$ cat config.mk
export PLATFORM = sky130hd
export DESIGN_NAME = ctrl_fsm
export DESIGN_NICKNAME = d
export VERILOG_FILES = /design/src/rtl/ctrl_fsm.sv
export SDC_FILE = /design/constraint.sdc
export NUM_CORES = 1
export LEC_CHECK = 0
export ABC_CLOCK_PERIOD_IN_PS = 4580
export CAP_MARGIN = 40
export CORE_MARGIN = 4
export CORE_UTILIZATION = 56
export CTS_BUF_LIST = sky130_fd_sc_hd__clkbuf_8
export CTS_CLUSTER_SIZE = 28
export DETAILED_ROUTE_END_ITERATION = 7
export PLACE_DENSITY = 0.92
export SYNTH_ARGS = -nofsm -noshare
export SYNTH_HDL_FRONTEND = slang
export SYNTH_SLANG_ARGS = --single-unit
export TNS_END_PERCENT = 20
$ cat constraint.sdc
create_clock -name clk -period 4.58 [get_ports clk]
set_input_delay 0.916 -clock clk [delete_from_list [all_inputs] [get_ports clk]]
set_output_delay 0.916 -clock clk [all_outputs]
set_load 0.01 [all_outputs]
$ cat src/rtl/ctrl_fsm.sv
// Multi-cycle sequencer for the 8-bit ALU core: fetch, decode, execute, memory and writeback.
// All outputs are registered; decoded fields are held from DECODE until the next decode.
module ctrl_fsm #(
   parameter int PC_W    = 8,
   parameter int INSTR_W = 9,
   parameter int OP_W    = 3,
   parameter int SEL_W   = 3,
   parameter int CNT_W   = 16
) (
   input  logic               clk,
   input  logic               rst_n,
   input  logic               start,
   output logic [PC_W-1:0]    pc,
   input  logic [INSTR_W-1:0] instr_in,
   output logic [OP_W-1:0]    alu_op,
   output logic [SEL_W-1:0]   ra_sel,
   output logic [SEL_W-1:0]   rb_sel,
   input  logic               alu_jump,
   output logic               mem_req,
   output logic               mem_we,
   input  logic               mem_ready,
   output logic               reg_we,
   output logic               wb_sel,
   output logic [SEL_W-1:0]   wb_dst,
   output logic               car_we,
   output logic               busy,
   output logic               done,
   output logic [CNT_W-1:0]   cycles
);

   typedef enum logic [2:0] {
      S_IDLE,
      S_FETCH,
      S_DECODE,
      S_EXEC,
      S_MEM,
      S_WB,
      S_HALT
   } state_t;

   localparam logic [2:0] OP_ADD  = 3'd2;
   localparam logic [2:0] OP_SRL  = 3'd3;
   localparam logic [2:0] OP_SRA  = 3'd4;
   localparam logic [2:0] OP_BEQ  = 3'd5;
   localparam logic [2:0] OP_MEM  = 3'd6;
   localparam logic [2:0] OP_HALT = 3'd7;

   state_t     state;
   logic [2:0] opc;
   logic       is_sw;
   logic [2:0] dec_op;

   assign dec_op = instr_in[INSTR_W-1 -: 3];

   function automatic logic [CNT_W-1:0] sat_inc(input logic [CNT_W-1:0] v);
      return (&v) ? v : v + CNT_W'(1);
   endfunction

   always_ff @(posedge clk) begin
      if (!rst_n) begin
         state   <= S_IDLE;
         pc      <= '0;
         cycles  <= '0;
         alu_op  <= '0;
         ra_sel  <= '0;
         rb_sel  <= '0;
         wb_dst  <= '0;
         wb_sel  <= 1'b0;
         mem_req <= 1'b0;
         mem_we  <= 1'b0;
         reg_we  <= 1'b0;
         car_we  <= 1'b0;
         busy    <= 1'b0;
         done    <= 1'b0;
         opc     <= '0;
         is_sw   <= 1'b0;
      end else begin
         reg_we <= 1'b0;
         car_we <= 1'b0;
         if (busy)
            cycles <= sat_inc(cycles);

         case (state)
            S_IDLE, S_HALT: begin
               if (start) begin
                  pc     <= '0;
                  cycles <= '0;
                  busy   <= 1'b1;
                  done   <= 1'b0;
                  state  <= S_FETCH;
               end
            end
            S_FETCH: state <= S_DECODE;
            S_DECODE: begin
               opc   <= dec_op;
               is_sw <= instr_in[5];
               if (dec_op == OP_HALT) begin
                  busy  <= 1'b0;
                  done  <= 1'b1;
                  state <= S_HALT;
               end else begin
                  alu_op <= OP_W'(dec_op);
                  state  <= S_EXEC;
                  // Memory ops use a 2-bit address register and write back to the data register.
                  if (dec_op == OP_MEM) begin
                     ra_sel <= SEL_W'({1'b0, instr_in[4:3]});
                     rb_sel <= SEL_W'(instr_in[2:0]);
                     wb_dst <= SEL_W'(instr_in[2:0]);
                     wb_sel <= ~instr_in[5];
                     mem_we <= instr_in[5];
                  end else begin
                     ra_sel <= SEL_W'(instr_in[5:3]);
                     rb_sel <= SEL_W'(instr_in[2:0]);
                     wb_dst <= SEL_W'(instr_in[5:3]);
                     wb_sel <= 1'b0;
                  end
               end
            end
            S_EXEC: begin
               case (opc)
                  OP_BEQ: begin
                     pc    <= alu_jump ? pc + PC_W'(2) : pc + PC_W'(1);
                     state <= S_FETCH;
                  end
                  OP_MEM: begin
                     mem_req <= 1'b1;
                     state   <= S_MEM;
                  end
                  default: begin
                     reg_we <= 1'b1;
                     car_we <= (opc == OP_ADD) || (opc == OP_SRL) || (opc == OP_SRA);
                     state  <= S_WB;
                  end
               endcase
            end
            S_MEM: begin
               if (mem_ready) begin
                  mem_req <= 1'b0;
                  if (is_sw) begin
                     pc    <= pc + PC_W'(1);
                     state <= S_FETCH;
                  end else begin
                     reg_we <= 1'b1;
                     state  <= S_WB;
                  end
               end
            end
            S_WB: begin
               pc    <= pc + PC_W'(1);
               state <= S_FETCH;
            end
            default: state <= S_IDLE;
         endcase
      end
   end

endmodule
# After elaboration in Yosys (flattened, before gate mapping)
# Index checks and enable logic that the tools add are counted.
[classes]
add_sub_neg = 3
eq_ne = 19
n_mux = 32
n_bitwise = 4
reduce_logical = 16
[ops]
columns = ["cell", "count"]
rows = [
  ["$mux W16", 4],
  ["$mux W8", 5],
  ["$pmux W8 S4", 1],
  ["$eq A3 B3 Y1 const B", 8],
  ["$mux W3", 6],
  ["$pmux W3 S6", 1],
  ["$add A16 B1 Y16 const B", 1],
  ["$reduce_and A16 Y1", 1],
  ["$eq A3 B2 Y1 const B", 4],
  ["$ne A2 B2 Y1 const B", 6],
  ["$mux W1", 10],
  ["$reduce_and A3 Y1", 3],
  ["$add A8 B1 Y8 const B", 1],
  ["$add A8 B2 Y8 const B", 1],
  ["$pmux W1 S2", 4],
  ["$pmux W3 S2", 1],
  ["$reduce_and A5 Y1", 1],
  ["$not A1 Y1", 4],
  ["$reduce_and A2 Y1", 2],
  ["$reduce_bool A2 Y1", 2],
  ["$reduce_bool A4 Y1", 1],
  ["$reduce_or A2 Y1", 2],
  ["$reduce_or A4 Y1", 1],
  ["$eq A3 B1 Y1 const B", 1],
  ["other kinds (2)", 3],
]
[totals]
register_bits = 50
output_inout_bits = 43
word_cells = 90

# Depth between registers and ports, before layout
# Gate-level depths: netlist of the first run.
[depth]
depth_word = 5
ltp_mapped = 7

# Least setup slack after synthesis of the first run
# Ideal clock, no wire load.
[synth_path]
path_kind = "input-to-reg"
start = "in start"
end = "reg pc[6]"
arrival_ns = 1.944
required_ns = 4.463
setup_slack_ns = 2.519
stages = 5
path_buffers = 0
path_cell_list = "mux2_2 -> a211oi_2 -> nor3_2 -> and4_1 -> a32o_1"
[synth_via]
elab_chain_len = 2
[synth_rtl]
columns = ["item", "line_no", "rtl"]
rows = [
  ["from (decl)", "12", "input logic start,"],
  ["$ne A2 B2 Y1 (no line)", "n/a", ""],
  ["$reduce_and A5 Y1 (no line)", "n/a", ""],
  ["to (signal assigned)", "122", "pc <= alu_jump ? pc + PC_W'(2) : pc + PC_W'(1);"],
  ["to (signal assigned)", "140", "pc <= pc + PC_W'(1);"],
  ["to (signal assigned)", "149", "pc <= pc + PC_W'(1);"],
  ["to (decl)", "13", "output logic [PC_W-1:0] pc,"],
]
# Every way passes these cells.
# A chain may end at the register's enable or synchronous reset.

# Worst setup path in the final report of the first run
[layout_path]
start = "in start"
end = "reg pc[2]"
# Same word-level chain as after synthesis.

==> results_dict.tcl, run 1 <==
set metrics [dict create \
    post-cts-setup-buffer-count 0 \
    num-nets-final 367 \
    hold_class "flop to flop" \
    layout_setup_ws_ns 1.86 \
    timing.fmax_mhz 367 \
    cts.sinks 50 \
    gpl.final_weighted_congestion 0.930 \
    cp.required_ns 4.79 \
    routed_wirelength_um 6230 \
    cp_slowest_cell "sky130_fd_sc_hd__nor3_2" \
    timing.critical_path.to_type "flop" \
    effective_utilization_at_floorplan_pct 58.4 \
    rows 24 \
    powerDensity_mw_per_mm2 411 \
    worstPathCellList "clkdlybuf4s50_1 > mux2_2 > a211oi_2 > nor3_2 > o21ai_0 > a31o_1" \
    grt_pass1_vias 2309 \
    die_w_um 75.6 \
    grt_overflow_total 0 \
    drt_iter0_markers 159 \
    final-setup-viol-count 0 \
    ys_top_cells_by_area "sky130_fd_sc_hd__dfxtp_1 39%, sky130_fd_sc_hd__nand2_1 5.6%, sky130_fd_sc_hd__nor2_1 4.7%, sky130_fd_sc_hd__a21oi_1 3.9%, sky130_fd_sc_hd__xor2_1 3.1%" \
    yosys.cell_types.count 67 \
    ys_seq_area_share_pct 39.1 \
    grt_antenna_before_repair 0 \
    ant_nets 0 \
    cp.buffers_inverters 1 \
    synth-async-reset-ratio_pct 0 \
    hold_ws_ns 0.461 \
    layout.cells.most_common_list "56 x sky130_fd_sc_hd__clkdlybuf4s50_1, 50 x sky130_fd_sc_hd__dfxtp_1, 38 x sky130_fd_sc_hd__nand2_1, 32 x sky130_fd_sc_hd__nor2_1, 20 x sky130_fd_sc_hd__a21oi_1" \
    mappedNetlistArea_mm2 0.00256 \
    netSwitchingFraction_pct 37.0 \
    combPwrFrac_pct 36.2 \
    power.leakage_nw 1.14 \
    pin_count_of_the_biggest_net_entering_global_routing 22 \
    worst_skew_pair.late_latency_ns 0.30 \
    hold_viol_final 0 \
    floorplan.io_pins 57 \
    numCtsBuffers 5 \
    netlist.area_leader.share_pct 39.1 \
    design_power_total_mw 1.32 \
    numPortBuffers 56 \
    post_cts_resize_count 0 \
    synth_cells 301 \
    synth_top_area_cell "sky130_fd_sc_hd__dfxtp_1" \
    status "complete, no violations" \
    crit_path_leading_delay_family "simple AND/OR/NAND/NOR gates" \
    cts_tree "done" \
    hold_buffers 0 \
    min_period_ns 2.72 \
    place_ws_ns 1.55 \
    timing.max_slew.rel_slack_pct 37.7 \
    timing.critical_path.arrival_ns 2.93 \
    yosys_register_bits 50 \
    cell_at_the_root_of_the_clock_tree "sky130_fd_sc_hd__clkbuf_8" \
    p_int_uw 829 \
    cap_viol_max_count 0 \
    fin_tns_setup_ns 0 \
    groute.usage.overall_pct 22.9 \
    vdd.ir_drop.worst_mv 0.241 \
    period_share_pct 59.4 \
    timing.clock.skew_ns 0.00583 \
    area.growth.synth_to_final_pct 25.0 \
    synth-edff-count 0 \
    tightest_pin_transition_ns 0.931 \
    num_vias 2444 \
    grt_setup_unrepaired "false" \
    synth_fp_nets 318 \
    cts_htree_levels 2 \
    drv_slew 0 \
    fp.coreArea_mm2 0.00438 \
    hpwlAfterDp_um 4470 \
    synthesis.area_per_instance_um2 8.50 \
    grt_first_pass_wirelength_um 10300 \
    clock_network_fraction_of_design_power_pct 19.9 \
    path_clk_slew_ns 0.09 \
    worst-path-max-fanout 14 \
    post_drt_wl_per_cell_um 15.5 \
    drc 0 \
    yosysWarningCount 0 \
    layout_commonest_cell "sky130_fd_sc_hd__clkdlybuf4s50_1" \
    clock_tree.buffer_depth 2 \
    layout_cells_sized_above_1_pct 8.83 \
    n_antenna_cell 0 \
    critical_path_max_stage_delay_ns 0.74 \
    p_switching_uw 487 \
    pwr-share-seq_pct 43.9 \
    drt-pass1-iter-count 4 \
    die-height_um 75.6 \
    vias_per_cell 6.06 \
    worst_setup_path_start_kind "input port" \
    postSynth.topFlopCell "sky130_fd_sc_hd__dfxtp_1" \
    timing.setup.critical_path_class "input port to flop" \
    fp.dieArea_mm2 0.00572 \
]
==> worst reg2reg max path: stages (launching register included) <==
cell                       delay [ns]
sky130_fd_sc_hd__dfxtp_1         0.62
sky130_fd_sc_hd__and2_4          0.26
sky130_fd_sc_hd__a311oi_1        0.11
sky130_fd_sc_hd__nor3_2          0.71
sky130_fd_sc_hd__o21ai_0         0.19
sky130_fd_sc_hd__a31o_1          0.25
==> cell type report <==
class                   instances  area (um2)
fillers                       323        1180
well taps                      52        65.1
clock buffers                   6        82.6
inverters                       6        22.5
repair buffers                 58         576
flip-flops and latches         50        1000
clock inverters                 2        8.76
multi-input cells             229        1440
==> worst paths after layout <==
| path | cells past startpoint | endpoint | slack [ns] | from |
|---|---|---|---|---|
| worst max-delay path | 6 | pc[2] | 1.86 | start |
| worst min-delay path | 2 | ra_sel[0] | 0.46 | ra_sel[0] |
| worst max register to register | 5 | pc[2] | 2.34 | state[0] |
| worst min register to register | 2 | ra_sel[0] | 0.46 | ra_sel[0] |
==> routing by layer <==
layer / up-vias / track usage, % / wire (um)
li1: 1181 / - / -
met1: 1149 / 29.9 / 2640
met2: 102 / 37.4 / 2980
met3: 12 / 4.75 / 475
met4: 0 / 8.35 / 131
met5: - / 0 / 0
==> synth_stat cells, types with 2 or more instances <==
cell type / n
sky130_fd_sc_hd__buf_2: 5
sky130_fd_sc_hd__and3_1: 6
sky130_fd_sc_hd__o21ai_0: 12
sky130_fd_sc_hd__xor2_1: 9
sky130_fd_sc_hd__a32o_1: 4
sky130_fd_sc_hd__o211a_1: 2
sky130_fd_sc_hd__a31oi_1: 4
sky130_fd_sc_hd__nand3_1: 7
sky130_fd_sc_hd__a21boi_0: 2
sky130_fd_sc_hd__inv_1: 5
sky130_fd_sc_hd__or2_2: 2
sky130_fd_sc_hd__a21oi_1: 20
sky130_fd_sc_hd__nand2_1: 38
sky130_fd_sc_hd__nand3b_1: 2
sky130_fd_sc_hd__nor2b_1: 6
sky130_fd_sc_hd__a32oi_1: 2
sky130_fd_sc_hd__buf_6: 3
sky130_fd_sc_hd__o211ai_1: 5
sky130_fd_sc_hd__a211oi_1: 3
sky130_fd_sc_hd__xnor2_1: 3
sky130_fd_sc_hd__a311oi_1: 3
sky130_fd_sc_hd__nor2_1: 32
sky130_fd_sc_hd__mux2i_1: 2
sky130_fd_sc_hd__clkbuf_1: 7
sky130_fd_sc_hd__o221a_2: 2
sky130_fd_sc_hd__a2111oi_0: 2
sky130_fd_sc_hd__o21a_1: 2
sky130_fd_sc_hd__nand4_1: 5
sky130_fd_sc_hd__ha_1: 3
sky130_fd_sc_hd__dfxtp_1: 50
sky130_fd_sc_hd__nand2b_1: 2
sky130_fd_sc_hd__o21ai_2: 2
sky130_fd_sc_hd__nor3_1: 14
sky130_fd_sc_hd__and4_1: 2
==> kinds of logic (layout without fill, tap and decap cells) <==
| group | after synthesis | after routing | share of synthesized area [%] |
|---|---|---|---|
| simple gates | 132 | 132 | 26.7 |
| compound gates | 79 | 79 | 22.9 |
| flops | 50 | 50 | 39.1 |
| buf+inv | 22 | 72 | 4.50 |
| xor+xnor | 12 | 12 | 4.11 |
| fa+ha+maj | 3 | 3 | 1.47 |
| mux | 3 | 3 | 1.22 |
==> stage by stage <==
step                std cells  instance area (um2)  util (%)
floorplan                 301                 2560         -
finish                    403                 3200      73.0
global placement          395                 3110      70.9
CTS                       403                 3200      73.0
global route              403                 3200      73.0
detailed placement        395                 3110      70.9
==> registers in the layout (all words and copies together) (netlist names) <==
register	cells
busy	1
mem_we	1
done	1
wb_dst	3
is_sw	1
wb_sel	1
alu_op	3
cycles	16
state	3
rb_sel	3
car_we	1
opc	3
reg_we	1
mem_req	1
pc	8
ra_sel	3
==> power groups by stage <==
stage                     Combinational (mW)  Sequential (mW)  Clock (mW)
after global placement                 0.456            0.583           0
after detailed placement               0.470            0.587           0
after CTS                              0.474            0.577       0.267
after global routing                   0.532            0.589       0.278
after floorplan                        0.368            0.560           0
final                                  0.476            0.578       0.261
No activity file was read; power rests on OpenSTA's default activity.
==> run 2, diff against run 1 <==
ABC_CLOCK_PERIOD_IN_PS = 2800   (was 4580)
CORE_UTILIZATION = 52   (was 56)
PLACE_DENSITY = 0.87   (was 0.92)
clock period = 2.8 ns   (was 4.58 ns; I/O delays follow)
==> results_dict.tcl, run 2 (synthesized netlist as in run 1, its figures left out) <==
set metrics [dict create \
    status "complete, no violations" \
    fp.dieArea_mm2 0.00611 \
    critical_path_max_stage_delay_ns 0.48 \
    timing.max_slew.rel_slack_pct 67.7 \
    crit_path_leading_delay_family "buffers and inverters" \
    timing.setup.critical_path_class "input port to flop" \
    routed_wirelength_um 6130 \
    grt_pass1_vias 2348 \
    fin_tns_setup_ns 0 \
    fin_area_mm2 0.00326 \
    power.leakage_nw 1.17 \
    timing.clock.skew_ns 0.00444 \
    n_antenna_cell 0 \
    biggestRegsByFlops "cycles (16), pc (8)" \
    post_cts_resize_count 0 \
    drc 0 \
    layout_setup_ws_ns 0.628 \
    path_clk_slew_ns 0.09 \
    cts_tree "done" \
    numCtsBuffers 5 \
    powerDensity_mw_per_mm2 688 \
    floorplan.io_pins 57 \
    effective_utilization_at_floorplan_pct 53.8 \
    final_core_utilization_pct 68.6 \
    layout.filler_cells 390 \
    drv_slew 0 \
    final_cells 422 \
    hold_buffers 0 \
    pin_count_of_the_biggest_net_entering_global_routing 21 \
    layout.cells.most_common_list "56 x sky130_fd_sc_hd__clkdlybuf4s50_1, 50 x sky130_fd_sc_hd__dfxtp_1, 38 x sky130_fd_sc_hd__nand2_1, 32 x sky130_fd_sc_hd__nor2_1, 20 x sky130_fd_sc_hd__a21oi_1" \
    cap_viol_max_count 0 \
    grt_setup_unrepaired "false" \
    cp_slowest_cell "sky130_fd_sc_hd__clkdlybuf4s50_1" \
    worstPathCellList "clkdlybuf4s50_1 > mux2_2 > a211oi_2 > nor3_2 > buf_4 > and4_1 > a32o_1" \
    largest_reg_flops 16 \
    post_drt_wl_per_cell_um 14.5 \
    layout_cells_sized_above_1_pct 9.58 \
    hpwlAfterDp_um 4490 \
    numPortBuffers 56 \
    placed_area_mm2 0.00316 \
    cell_at_the_root_of_the_clock_tree "sky130_fd_sc_hd__clkbuf_8" \
    area.growth.synth_to_final_pct 27.5 \
    worst-path-max-fanout 14 \
    clock_tree.buffer_depth 2 \
    dpl.cell_count 414 \
    design_power_total_mw 2.24 \
    gpl.final_weighted_congestion 0.891 \
    num-nets-final 371 \
    cts_htree_levels 2 \
    groute.usage.overall_pct 21.4 \
    vias_per_cell 5.81 \
    drt_iter0_markers 171 \
    rows 25 \
    post-cts-setup-buffer-count 0 \
    cp.required_ns 3.00 \
    place_ws_ns 0.329 \
    ant_nets 0 \
    hold_class "flop to flop" \
    hold_viol_final 0 \
    grt_overflow_total 0 \
    grt_antenna_before_repair 0 \
    cts.sinks 50 \
    die_w_um 78.2 \
    timing.critical_path.arrival_ns 2.37 \
    drt-pass1-iter-count 4 \
    fp.coreArea_mm2 0.00475 \
    regMostFlops "cycles" \
    worst_skew_pair.late_latency_ns 0.30 \
    grt_first_pass_wirelength_um 10900 \
    min_period_ns 2.17 \
    layout_commonest_cell "sky130_fd_sc_hd__clkdlybuf4s50_1" \
    cp.buffers_inverters 2 \
    period_share_pct 77.6 \
    final-setup-viol-count 0 \
    tightest_pin_transition_ns 0.483 \
    timing.fmax_mhz 460 \
    vdd.ir_drop.worst_mv 0.406 \
    num_vias 2450 \
    worst_setup_path_start_kind "input port" \
    timing.critical_path.to_type "flop" \
    hold_ws_ns 0.464 \
    die-height_um 78.2 \
]
## run 2: cell count changes in the layout (fill, tap and decap cells not counted), sizes merged
cell | previous run | this run
buf | 2 | 6
bufinv | 0 | 1
clkbuf | 6 | 5
clkinv | 2 | 1
inv | 6 | 7
## run 2: worst paths after layout
path | from | to | slack, ns | cells after the start
worst max register to register | state[1] | pc[6] | 0.67 | 6
worst min register to register | rb_sel[0] | rb_sel[0] | 0.46 | 2
worst max-delay path | start | pc[6] | 0.63 | 7
worst min-delay path | rb_sel[0] | rb_sel[0] | 0.46 | 2
## run 2: area by class of cell
type	count	area (um2)	share of cell area (%)
clock buffers	5	68.8	2.11
clock inverters	3	37.5	1.15
inverters	6	22.5	0.690
multi-input cells	229	1440	44.2
flip-flops and latches	50	1000	30.7
well taps	67	83.8	2.57
repair buffers	62	606	18.6
## run 2: metal layers
metal  wire [um]  GRT usage (%)  vias to the layer above
met2        2910           34.6                       88
met3         354           4.13                       11
met5           0              0                        -
met1        2750           28.6                     1154
li1            -              -                     1197
met4         119           7.52                        0
## run 2: worst reg2reg max path, delay by kind of cell, from the launching register on
kind            cells  cell delay (ns)
buf+inv             1             0.19
mux                 1             0.40
simple gates        2             0.31
compound gates      2             0.52
flops               1             0.61
## run 2: where the power goes
| group | leakage, nW | total [mW] | switching [mW] | internal, mW |
|---|---|---|---|---|
| Clock | 0.0607 | 0.495 | 0.235 | 0.260 |
| Combinational | 0.704 | 0.821 | 0.437 | 0.384 |
| Sequential | 0.405 | 0.928 | 0.125 | 0.803 |
==> run 3, diff against run 2 <==
ABC_CLOCK_PERIOD_IN_PS = 2150   (was 2800)
clock period = 2.15 ns   (was 2.8 ns; I/O delays follow)
==> results_dict.tcl, run 3 (synthesized netlist as in run 1, its figures left out) <==
set metrics [dict create \
    status "complete, no violations" \
    drv_slew 0 \
    drt_iter0_markers 86 \
    multi_input_comb_area_mm2 0.00145 \
    timing.critical_path.to_type "flop" \
    worst_skew_pair.late_latency_ns 0.31 \
    layout_setup_ws_ns 0.189 \
    fp.coreArea_mm2 0.00475 \
    critical_path_max_stage_delay_ns 0.52 \
    final-setup-viol-count 0 \
    placed_area_mm2 0.00322 \
    clock_tree.buffer_depth 2 \
    floorplan.io_pins 57 \
    grt_antenna_before_repair 0 \
    worst-path-max-fanout 10 \
    cts.sinks 50 \
    min_period_ns 1.96 \
    timing.critical_path.arrival_ns 2.16 \
    num-nets-final 380 \
    layout.cells.most_common_list "56 x sky130_fd_sc_hd__clkdlybuf4s50_1, 50 x sky130_fd_sc_hd__dfxtp_1, 38 x sky130_fd_sc_hd__nand2_1, 32 x sky130_fd_sc_hd__nor2_1, 20 x sky130_fd_sc_hd__a21oi_1" \
    numCtsBuffers 5 \
    cell_at_the_root_of_the_clock_tree "sky130_fd_sc_hd__clkbuf_8" \
    pin_count_of_the_biggest_net_entering_global_routing 17 \
    ant_nets 0 \
    timing.max_slew.rel_slack_pct 68.6 \
    grt_pass1_vias 2262 \
    drc 0 \
    power.leakage_nw 1.23 \
    cp_slowest_cell "sky130_fd_sc_hd__dfxtp_1" \
    timing.clock.skew_ns 0.00678 \
    path_clk_slew_ns 0.09 \
    vias_per_cell 5.67 \
    area.growth.synth_to_final_pct 31.8 \
    rows 25 \
    post_drt_wl_per_cell_um 14.8 \
    worst_setup_path_start_kind "flop" \
    gpl.final_weighted_congestion 0.899 \
    layout_commonest_cell "sky130_fd_sc_hd__clkdlybuf4s50_1" \
    die_w_um 78.2 \
    die-height_um 78.2 \
    ff_latch_area_mm2 0.00100 \
    numPortBuffers 56 \
    fin_area_mm2 0.00337 \
    largest_reg_flops 16 \
    hold_class "flop to flop" \
    hold_ws_ns 0.457 \
    tightest_pin_transition_ns 0.470 \
    hold_viol_final 0 \
    hpwlAfterDp_um 4550 \
    routed_wirelength_um 6400 \
    vdd.ir_drop.worst_mv 0.505 \
    cp.required_ns 2.35 \
    layout.filler_cells 376 \
    biggestRegsByFlops "cycles (16), pc (8)" \
    grt_setup_unrepaired "false" \
    drt-pass1-iter-count 4 \
    regMostFlops "cycles" \
    cap_viol_max_count 0 \
    dpl.cell_count 422 \
    fp.dieArea_mm2 0.00611 \
    final_cells 431 \
    num_vias 2445 \
    fin_tns_setup_ns 0 \
    grt_first_pass_wirelength_um 10600 \
    effective_utilization_at_floorplan_pct 53.8 \
    worstPathCellList "mux2_2 > a211oi_2 > nor3_2 > buf_4 > and4_1 > a32o_1" \
    period_share_pct 91.2 \
    layout_cells_sized_above_1_pct 12.4 \
    n_antenna_cell 0 \
    cts_tree "done" \
    place_ws_ns -0.0699 \
    groute.usage.overall_pct 20.9 \
    timing.fmax_mhz 510 \
    timing.setup.critical_path_class "flop to flop" \
    powerDensity_mw_per_mm2 946 \
    grt_overflow_total 0 \
    cts_htree_levels 2 \
    hold_buffers 0 \
]
-- run 3: path summary, 6_finish.rpt --
check	from	end	slack [ns]	cells after the start
worst max register to register	state[1]	pc[6]	0.19	6
worst max-delay path	state[1]	pc[6]	0.19	6
worst min register to register	rb_sel[2]	rb_sel[2]	0.46	2
worst min-delay path	rb_sel[2]	rb_sel[2]	0.46	2
-- run 3: power breakdown --
| part | total [mW] | switching, mW | leakage [nW] | internal, mW |
|---|---|---|---|---|
| Sequential | 1.20 | 0.151 | 0.405 | 1.05 |
| Combinational | 1.18 | 0.610 | 0.750 | 0.571 |
| Clock | 0.814 | 0.318 | 0.0714 | 0.496 |
-- run 3: area by class of cell --
class	count	area share [%]
multi-input cells	229	43.0
repair buffers	71	19.9
clock buffers	6	2.45
clock inverters	2	1.78
inverters	6	0.667
well taps	67	2.48
flip-flops and latches	50	29.7
-- run 3: critical path: cells and delay by family, from the launching register on --
family | cells | cell delay (ns)
flip-flops | 1 | 0.52
AO/OA/AOI/OAI | 2 | 0.50
multiplexers | 1 | 0.39
AND/OR/NAND/NOR | 2 | 0.29
buffers and inverters | 1 | 0.18
-- run 3: layer usage --
layer / vias to the layer above / track usage, % / wire, um
met4: 0 / 5.42 / 56
met2: 64 / 33.7 / 3010
li1: 1218 / - / -
met1: 1159 / 28.6 / 2980
met5: - / 0 / 0
met3: 4 / 4.24 / 356
-- run 3: per-stage QoR --
| stage | power (mW) | utilization (%) |
|---|---|---|
| global placement | 2.34 | 67.7 |
| finish | 3.19 | 71.0 |
| CTS | 3.19 | 70.7 |
| global route | 3.38 | 71.0 |
| floorplan | 1.98 | - |
| detailed placement | 2.37 | 67.7 |
-- run 3: repair_timing --
action / 4_1_cts / 5_1_grt
resized for setup: 0 / 1
setup endpoints to repair: 0 / 4
buffers inserted: 0 / 1
endpoints found under the hold margin: 0 / 0
==> edit, RTL diff (settings of run 1) <==
Reset style: asynchronous (`rst_n`), changed in one clocked block.
--- a/src/rtl/ctrl_fsm.sv
+++ b/src/rtl/ctrl_fsm.sv
@@ -57,5 +57,5 @@
    endfunction
 
-   always_ff @(posedge clk) begin
+   always_ff @(posedge clk or negedge rst_n) begin
       if (!rst_n) begin
          state   <= S_IDLE;
Check against the original RTL: differs if rst_n is asserted again (counterexample within 4 cycles, from zero or initial values and one cycle with rst_n low); with rst_n held inactive, the same outputs for 10 cycles.
==> edit against run 1 <==
- die area rose by 6.1%
- largest power group is now combinational cells
- critical endpoint is now pc[7]
- critical path type unchanged
- worst setup slack gained 350 ps
- design area rose by 7.5%
- total power rose by 49%
- global-route usage fell by 1.1 points
- area after synthesis grew 6.8%
- sequential cell count unchanged
- wire length rose by 0.77%
==> edit: results (changes against run 1) <==
| Metric | Value |
|---|---|
| Status | `finished clean` |
| Placer's final routability congestion estimate | `0.8367 (-10%)` |
| Worst flop-to-flop path startpoint | `state[1]` |
| Post-DP HPWL | `4.441 mm (-0.77%)` |
| CP arrival | `2560 ps (-370 ps)` |
| PnR worst setup slack | `2212 ps (+353.9 ps)` |
| Distinct cells, synth | `58 (-13%)` |
| Asr flop ratio synth | `100.0% (+100 points)` |
| Final Net Count | `357 (-2.7%)` |
| Clock Skews | `5.180 ps (-0.6465 ps)` |
| Area after DPL | `3327 um2 (+7.0%)` |
| Max IR drop VDD | `0.0003837 V (+59%)` |
| Final wirelength | `6.275 mm (+0.77%)` |
| Met3 wire length | `383 um (-19%)` |
| First-pass GRT wire length | `10.60 mm (+2.8%)` |
| M3 GR Usage | `5.684% (+0.94 points)` |
| Syn avg cell area | `9.530 um2 (+12%)` |
| LEAKAGE | `1.424 nW (+25%)` |
| Met2 usage | `35.62% (-1.8 points)` |
| CP Max Fanout | `9 (-5)` |
| Place WS | `1893 ps (+347.8 ps)` |
| Hold WC Path Type | `input port to asynchronous set/reset pin` |
| Drt initial violations | `150 (-5.7%)` |
| Largest net degree at the start of global routing | `39 (+77%)` |
| Cells after DPL | `400 (+1.3%)` |
| Internal power | `1.179 mW (+42%)` |
-- edit: cell types whose count changed after synthesis, sizes merged, moves of 4 or more --
cell,run 1,this run
a311oi,4,0
dfrtp,0,50
o21ai,14,21
nand2,38,45
and3,6,2
dfxtp,50,0
o22ai,1,5
clkbuf,7,2
nor3,16,4
a32o,4,0
-- edit: how the worst min path moves through the flow --
stage	cells after the start	slack (ps)	endpoint
floorplan	2	510	ra_sel[0]
global placement	2	460	rb_sel[0]
detailed placement	2	460	rb_sel[1]
CTS	1	490	pc[6]
global route	1	490	pc[1]
finish	1	490	pc[4]
-- edit: final cells by class --
| cell class | instances | area [um2] |
|---|---|---|
| flip-flops and latches | 50 | 1251 |
| well taps | 67 | 83.83 |
| multi-input cells | 219 | 1386 |
| fillers | 364 | 1282 |
| clock inverters | 3 | 45.04 |
| repair buffers | 58 | 583.1 |
| clock buffers | 5 | 68.82 |
| inverters | 6 | 22.52 |
-- edit: logic make-up after synthesis --
family,synth area share [%]
muxes,2.013
AOI/OAI and AO/OA,18.30
adders and majority gates,1.373
DFF,45.75
and+or+nand+nor,25.16
buffers and inverters,3.568
xor gates and xnor gates,3.843
-- edit: power groups by stage --
stage               Sequential (mW)  Clock [mW]  Combinational (mW)
detailed placement            0.763           0               0.878
CTS                           0.758       0.327               0.886
finish                        0.761       0.320               0.883
floorplan                     0.730           0               0.582
global placement              0.757           0               0.850
global route                  0.784       0.345               0.970
-- edit: stage by stage --
step / power [mW] / hold slack [ps]
6_report: 1.965 / 485.8
5_1_grt: 2.099 / 493.3
4_1_cts: 1.970 / 489.1
3_5_place_dp: 1.641 / 461.2
3_3_place_gp: 1.607 / 459.5
2_1_floorplan: 1.311 / 513.9
